`src/rtl/fpu_pkg.sv`:
```
// Shared types and helpers for the FPU square-root issue/capture stage:
// FSM states, RISC-V and core rounding encodings, status-to-fflags mapping.
package fpu_pkg;

  typedef enum logic [1:0] {
    IDLE = 2'd0,
    BUSY = 2'd1,
    DONE = 2'd2
  } sqrt_state_e;

  // RISC-V rm field encodings
  localparam logic [2:0] RM_RNE = 3'b000;
  localparam logic [2:0] RM_RTZ = 3'b001;
  localparam logic [2:0] RM_RDN = 3'b010;
  localparam logic [2:0] RM_RUP = 3'b011;
  localparam logic [2:0] RM_RMM = 3'b100;
  localparam logic [2:0] RM_DYN = 3'b111;

  // Rounding encodings understood by the sqrt core
  localparam logic [2:0] DW_RND_RNE = 3'd0;
  localparam logic [2:0] DW_RND_RTZ = 3'd1;
  localparam logic [2:0] DW_RND_UP  = 3'd2;
  localparam logic [2:0] DW_RND_DN  = 3'd3;
  localparam logic [2:0] DW_RND_RMM = 3'd4;

  typedef struct packed {
    logic       legal;
    logic [2:0] rnd;
  } rnd_res_t;

  // Sqrt results are non-negative, so RMM maps onto the core's ties-away mode.
  function automatic rnd_res_t rm_to_dw_rnd(input logic [2:0] eff);
    rnd_res_t res;
    res = '{legal: 1'b1, rnd: DW_RND_RNE};
    case (eff)
      RM_RNE:  res.rnd = DW_RND_RNE;
      RM_RTZ:  res.rnd = DW_RND_RTZ;
      RM_RDN:  res.rnd = DW_RND_DN;
      RM_RUP:  res.rnd = DW_RND_UP;
      RM_RMM:  res.rnd = DW_RND_RMM;
      default: res.legal = 1'b0;
    endcase
    return res;
  endfunction

  // {NV,DZ,OF,UF,NX}; UF is only raised when the result is also inexact.
  function automatic logic [4:0] dw_status_to_fflags(input logic [7:0] status);
    return {status[2], 1'b0, status[4], status[3] & status[5], status[5]};
  endfunction

endpackage

```
`src/rtl/fpu_sqrt_ctrl.sv`:
```
// Issue/capture wrapper around the combinational sqrt core: registers the
// operand for SQRT_CYCLES cycles, captures result/status, returns to writeback.
module fpu_sqrt_ctrl
  import fpu_pkg::*;
#(
  parameter int SIG_W       = 23,
  parameter int EXP_W       = 8,
  parameter int SQRT_CYCLES = 3,
  parameter int TAG_W       = 5
) (
  input  logic                   clk,
  input  logic                   rst,
  input  logic                   flush,
  input  logic                   in_valid,
  output logic                   in_ready,
  input  logic [SIG_W+EXP_W:0]   in_a,
  input  logic [2:0]             in_rm,
  input  logic [2:0]             in_frm,
  input  logic [TAG_W-1:0]       in_tag,
  output logic [SIG_W+EXP_W:0]   sq_a,
  output logic [2:0]             sq_rnd,
  input  logic [SIG_W+EXP_W:0]   sq_z,
  input  logic [7:0]             sq_status,
  output logic                   out_valid,
  input  logic                   out_ready,
  output logic [SIG_W+EXP_W:0]   out_z,
  output logic [4:0]             out_fflags,
  output logic                   out_illegal,
  output logic [TAG_W-1:0]       out_tag
);

  localparam int CNT_W = 4;

  sqrt_state_e state, state_nx;
  logic [CNT_W-1:0] count;
  logic [2:0]       eff_rm;
  rnd_res_t         rnd_res;
  logic             issue, capture, handshake;

  // flush masks both handshakes so neither side sees a transfer that is discarded
  assign in_ready  = (state == IDLE) && !flush;
  assign out_valid = (state == DONE) && !flush;
  assign issue     = in_valid && in_ready;
  assign handshake = out_valid && out_ready;
  assign capture   = (state == BUSY) && (count == '0) && !flush;
  assign eff_rm    = (in_rm == RM_DYN) ? in_frm : in_rm;
  assign rnd_res   = rm_to_dw_rnd(eff_rm);

  always_ff @(posedge clk or posedge rst) begin
    if (rst) state <= IDLE;
    else     state <= state_nx;
  end

  // NOTE: every always_comb output gets a default first so no path can infer a latch.
  always_comb begin
    state_nx = state;
    unique case (state)
      IDLE: if (issue) state_nx = rnd_res.legal ? BUSY : DONE;
      BUSY: if (count == '0) state_nx = DONE;
      DONE: if (handshake) state_nx = IDLE;
      default: state_nx = IDLE;
    endcase
    if (flush) state_nx = IDLE;
  end

  // NOTE: registered state uses non-blocking assignments so every flop samples pre-edge values.
  always_ff @(posedge clk or posedge rst) begin
    if (rst) begin
      count       <= '0;
      sq_a        <= '0;
      sq_rnd      <= '0;
      out_z       <= '0;
      out_fflags  <= '0;
      out_illegal <= 1'b0;
      out_tag     <= '0;
    end else if (flush) begin
      out_illegal <= 1'b0;
    end else begin
      if (issue) begin
        out_tag <= in_tag;
        if (rnd_res.legal) begin
          sq_a   <= in_a;
          sq_rnd <= rnd_res.rnd;
          count  <= CNT_W'(SQRT_CYCLES - 1);
        end else begin
          out_illegal <= 1'b1;
          out_z       <= '0;
          out_fflags  <= '0;
        end
      end
      if (state == BUSY && count != '0) count <= count - 1'b1;
      if (capture) begin
        out_z      <= sq_z;
        out_fflags <= dw_status_to_fflags(sq_status);
      end
      if (handshake) out_illegal <= 1'b0;
    end
  end

endmodule
```
`config.mk`:
```
export PLATFORM = sky130hd
export DESIGN_NAME = fpu_sqrt_ctrl
export DESIGN_NICKNAME = d
export VERILOG_FILES = /design/src/rtl/fpu_pkg.sv /design/src/rtl/fpu_sqrt_ctrl.sv
export SDC_FILE = /design/constraint.sdc
export NUM_CORES = 1
export LEC_CHECK = 0
export BUFFER_PORTS_ARGS = -buffer_cell sky130_fd_sc_hd__buf_4
export CAP_MARGIN = 20
export CELL_PAD_IN_SITES_DETAIL_PLACEMENT = 0
export CELL_PAD_IN_SITES_GLOBAL_PLACEMENT = 1
export CORE_MARGIN = 4
export CORE_UTILIZATION = 34
export CTS_CLUSTER_DIAMETER = 30
export DETAILED_ROUTE_END_ITERATION = 8
export PLACE_DENSITY = 0.86
export SLEW_MARGIN = 20
export SYNTH_ARGS = -nofsm -noshare
export SYNTH_HDL_FRONTEND = slang
export SYNTH_SLANG_ARGS = --single-unit
```
`constraint.sdc`:
```
create_clock -name clk -period 3.5 [get_ports clk]
set_input_delay 0.875 -clock clk [delete_from_list [all_inputs] [get_ports clk]]
set_output_delay 0.875 -clock clk [all_outputs]
set_load 0.02 [all_outputs]
```
# Word-level counts from Yosys, hierarchy flattened
# Index checks and enable logic that the tools add are counted.
[totals]
word_cells = 68
latch_bits = 0
ramBits = 0
mem_bits_ro = 0
output_inout_bits = 80
mem_count = 0
regBits = 84
[classes]
n_addsub = 1
shift = 0
n_eq_ne = 12
n_div = 0
multipliers = 0
magnitude_cmp = 0
muxes = 22
n_bitwise = 2
n_reduce_logical = 23
[op_table]
columns = ["cell", "count"]
rows = [
  ["32-bit two-way mux", 3],
  ["5-bit two-way mux", 3],
  ["4-bit two-way mux", 3],
  ["3-bit case mux with 4 select lines", 1],
  ["3-bit AND reduction", 4],
  ["2-bit two-way mux", 5],
  ["3-bit != test (second input constant)", 3],
  ["1-bit logical AND", 7],
  ["3-bit by 2-bit equality test with 1-bit output (second input constant)", 2],
  ["3-bit equality test (second input constant)", 2],
  ["2-bit case mux with 3 select lines", 1],
  ["2-bit nonzero test", 3],
  ["1-bit two-way mux", 5],
  ["5-bit OR reduction", 1],
  ["4-bit zero test", 1],
  ["2-bit AND reduction", 2],
  ["4-bit nonzero test", 1],
  ["4-bit by 1-bit subtractor with 4-bit output (second input constant)", 1],
  ["3-bit by 1-bit equality test with 1-bit output (second input constant)", 1],
  ["3-bit zero test", 1],
  ["3-bit two-way mux", 1],
  ["3-bit by 2-bit != test with 1-bit output (second input constant)", 1],
  ["3-bit nonzero test", 1],
  ["2-bit by 1-bit equality test with 1-bit output (second input constant)", 1],
  ["6 further kinds", 6],
]

# Logic depth before layout (Yosys ltp)
[logic_depth]
word_depth = 9
mapped_depth = 8

# Worst setup path before layout
# OpenSTA, ideal clock, no wires.
[synth_path]
path_kind = "input to output"
from = "input port flush"
to = "output port out_valid"
arrival_ns = 1.447
path_slack_ns = 1.178
t_required_ns = 2.625
cell_stages = 1
path_buffers = 0
cell_sequence = "nor3b_1"
[synth_between]
elab_chain_cells = 2
[synth_lines]
columns = ["item", "line", "source"]
rows = [
  ["start: declaration", "fpu_sqrt_ctrl.sv:13", "input logic flush,"],
  ["1-bit zero test", "fpu_sqrt_ctrl.sv:42", "assign out_valid = (state == DONE) && !flush;"],
  ["1-bit logical AND", "fpu_sqrt_ctrl.sv:42", ""],
  ["end: declaration", "fpu_sqrt_ctrl.sv:24", "output logic out_valid,"],
]
# No other way between the ends.

# Worst setup path after layout
[layout_path]
from = "input port flush"
to = "register out_z[21]"
[layout_between]
elab_chain_cells = 5
word_cells_on_any_way = 9
classes_between = "1 x eq/ne; 1 x mux; 1 x bitwise; 6 x reduce/logical"
[layout_lines]
columns = ["item", "line", "source"]
rows = [
  ["1-bit zero test", "fpu_sqrt_ctrl.sv:41, fpu_sqrt_ctrl.sv:45", ""],
  ["1-bit logical AND", "fpu_sqrt_ctrl.sv:41", "assign in_ready = (state == IDLE) && !flush;"],
  ["1-bit logical AND", "fpu_sqrt_ctrl.sv:43", "assign issue = in_valid && in_ready;"],
  ["2-bit nonzero test (no line)", "--", ""],
  ["3-bit AND reduction (no line)", "--", ""],
  ["end signal: assignment", "fpu_sqrt_ctrl.sv:93", "out_z <= sq_z;"],
  ["end: declaration", "fpu_sqrt_ctrl.sv:26", "output logic [SIG_W+EXP_W:0] out_z,"],
]
# Several ways; a longest one is shown, not always the timed one.
# A chain may end at the register's enable or synchronous reset.

==> parameters.txt <==
Parameter                              Value

Yosys
  Number of flip-flops and latches in the synthesized netlist ... 83
  Dominant register cell in the synthesized netlist ... sky130_fd_sc_hd__dfrtp_1
  Synth top area share ... 59.5%
  Largest area contributor in the synthesized netlist ... sky130_fd_sc_hd__dfrtp_1
  Synthesized net count ... between 300 and 400
  Post-Syn Area ... roughly 3500 um2
  Number of instances in the synthesized netlist ... 308
  Share of flip-flops with an asynchronous set or reset after synthesis ... 100%
  Cell types occupying the most area after synthesis ... sky130_fd_sc_hd__dfrtp_1 (59%), sky130_fd_sc_hd__nand2_1 (10%), sky130_fd_sc_hd__mux2_2 (9.7%)
  Number of distinct standard cells referenced by the synthesized netlist ... 39
  Sequential share of the synthesized area ... between 50% and 60%
  Number of enable flip-flop cells after synthesis ... 0
  Number of warning messages in the yosys log ... 0
  Mean instance size in the synthesized netlist ... 11.3 um2

Clock tree
  CTS Hold Bufs ... 0
  Post-cts gate resize count ... 0
  Clock Sink Count ... 83
  H-tree depth ... 3
  Source-to-sink clock delay at the later pin of the worst-skew pair ... 0.34 ns
  Clock Tree Root ... sky130_fd_sc_hd__clkbuf_8
  Clock tree from TritonCTS ... yes
  Number of CTS-inserted buffers ... 9
  CTS clk-pin slew, worst paths ... 0.08 ns
  CTS Buffer Depth ... 2
  Setup repair bufs after CTS ... 0

Timing
  Setup skew after layout ... 0.0102 ns
  Actual slew at the worst max-slew pin ... 0.756 ns
  Final Hold Vio Count ... 0
  Fin crit period ... 2.51 ns
  Top achievable clock speed ... 398 MHz
  Setup violation total in the final timing report ... 0
  Setup TNS after final layout ... 0 ns
  Final Cycle Share ... 71.7%
  Unrepaired setup endpoints after global routing ... false
  Rel. slew slack ... a little under 50%
  Count of final max-slew check failures ... 0

Floorplanning
  Std-Cell Rows ... 36
  Die area ... 12000 um2
  Std-Cell Core Area ... 9860 um2
  Die extent in x ... about 110 um
  Height of the chip ... 109 um
  Starting density of the core ... 35.4%
  I/O pin cnt ... 168

Global routing
  Vias in the first global route ... 2826
  Global-route wire length before repair ... approximately 14 mm
  Largest net degree at the start of global routing ... 44
  All-Layer GR Usage ... between 10 and 15%
  Gr ovfl total ... 0
  Antenna violations before repair ... 0

Finish
  Most common cell after layout, fill and taps aside ... sky130_fd_sc_hd__buf_4
  Post-route core utilization ... 50.8%
  Layout cells sized above 1 ... 49.7%
  Filler cell count in the final layout ... 902
  Area growth from synthesis to layout ... 43.6%
  Most used cells in the layout excluding fill and tap cells ... sky130_fd_sc_hd__buf_4 (167), sky130_fd_sc_hd__nand2_1 (94), sky130_fd_sc_hd__dfrtp_1 (83), sky130_fd_sc_hd__mux2_2 (30), sky130_fd_sc_hd__o21ai_2 (20)
  Final cell count without fillers ... 608
  Final antenna diode count ... 0
  Final Net Count ... 559

Pwr
  IR Drop Worst-Case VDD ... 0.292 mV
  Cell leakage power ... around 2.4 nW
  Total Power Consumption ... 3.89 mW
  Power per Cell Area ... 776 nW/um2

Critical path
  CP max stage cell ... sky130_fd_sc_hd__or4b_1
  Arrival time of data at the critical path endpoint ... between 2 and 3 ns
  Critical setup path kind ... primary input to flip-flop
  Sort of element at the end of the critical path ... flip-flop
  Delay contributed by the slowest stage of the critical path ... 0.71 ns
  CP Launch Type ... primary input
  Top cell by count, worst path ... sky130_fd_sc_hd__buf_4
  Required time worst endpoint ... roughly 3.7 ns
  Crit path cell chain ... buf_4 > or4b_1 > a311oi_4 > buf_4 > o21ai_0
  Worst Path Max Fanout ... 38

Place
  DP Wirelength ... roughly 6.5 mm
  Buffers on Ports ... 162
  Final Wtd Congestion ... 0.720
  Dpl cells ... 592

Detailed routing
  Remaining routing DRC violations ... 0
  Drt via density ... 4.54
  Final WL ... between 8 and 9 mm
  Via count ... 2759
  Post-DRT Antenna Nets ... 0
  Initial DRC count ... between 80 and 90
  Average wire length per cell after detail routing ... 14.4 um
  Initial DRT Pass Iterations ... 6

Run status
  Run status ... finished, final reports clean

Job
  Max-cap violations ... 0

Min path
  Class of the worst hold path ... flip-flop to flip-flop
==> cells in the mapped netlist, types with 2 or more instances <==
master and n:
sky130_fd_sc_hd__nand2_1 94, sky130_fd_sc_hd__dfrtp_1 83, sky130_fd_sc_hd__mux2_2 30, sky130_fd_sc_hd__o21ai_2 20, sky130_fd_sc_hd__o21ai_0 19, sky130_fd_sc_hd__a21oi_1 5
sky130_fd_sc_hd__buf_2 4, sky130_fd_sc_hd__buf_6 4, sky130_fd_sc_hd__clkbuf_1 4, sky130_fd_sc_hd__inv_1 4, sky130_fd_sc_hd__nor2_1 4, sky130_fd_sc_hd__nand2b_1 3
sky130_fd_sc_hd__nor3b_1 3, sky130_fd_sc_hd__and2_1 2, sky130_fd_sc_hd__buf_12 2, sky130_fd_sc_hd__buf_4 2, sky130_fd_sc_hd__mux2_1 2, sky130_fd_sc_hd__nor3_1 2
==> cell families after synthesis <==
family	share of synthesized area, %
AOI/OAI and AO/OA	10.3
xor gates and xnor gates	0.251
DFF	59.5
muxes	10.6
other	0.107
adders and majority gates	0.358
and+or+nand+nor	14.4
buffers and inverters	4.44
==> sequential cells by signal, summed over array words and instances, names as in the netlist <==
name / cells
count: 4
out_fflags: 4
out_illegal: 1
out_tag: 5
out_z: 32
sq_a: 32
sq_rnd: 3
state: 2
==> metal layers <==
metal  wire (um)  part of all wire (%)  GRT usage [%]
met1        3670                    42           18.2
met2        4340                    49           23.8
met3         715                   8.1           5.40
met4          60                  0.68           4.36
met5           0                     0              0
==> area by class of cell <==
class	instances	area [um2]	area share (%)
inverters	4	16.3	0.324
flip-flops and latches	83	2080	41.4
clock inverters	4	75.1	1.50
clock buffers	12	135	2.70
multi-input cells	204	1270	25.3
repair buffers	168	1270	25.4
well taps	133	166	3.32
==> through the flow <==
stage	hold WS, ns	setup WS (ns)	cell area, um2
2_1_floorplan	0.473	0.488	3490
3_3_place_gp	0.463	0.689	4800
3_5_place_dp	0.464	0.583	4800
4_1_cts	0.495	0.973	5010
5_1_grt	0.523	0.875	5010
6_report	0.494	0.990	5010
==> path summary, 6_finish.rpt <==
kind                                              from                endpoint  slack, ns  depth (start not counted)
min in group asynchronous                          rst    sq_a[30]$_DFFE_PP0P_       0.64                          2
worst max-delay path                             flush   out_z[21]$_DFFE_PP0P_       0.99                          5
max in group asynchronous                          rst   out_z[11]$_DFFE_PP0P_       2.18                          3
worst min-delay path            out_tag[0]$_DFFE_PP0P_  out_tag[0]$_DFFE_PP0P_       0.49                          2
worst max register to register    state[1]$_DFFE_PP0P_   out_z[21]$_DFFE_PP0P_       1.16                          4
worst min register to register  out_tag[0]$_DFFE_PP0P_  out_tag[0]$_DFFE_PP0P_       0.49                          2
==> power breakdown <==
group,total [mW],internal (mW),switching (mW)
Combinational,1.62,0.748,0.876
Sequential,1.53,1.33,0.207
Clock,0.735,0.403,0.332
Total,3.89,2.48,1.42
==> critical path, delay by kind of cell <==
kind	cells	cell delay (ns)
AOI/OAI and AO/OA	2	0.49
buffers and inverters	2	0.62
and+or+nand+nor	1	0.71
(Power assumes the default switching activity.)
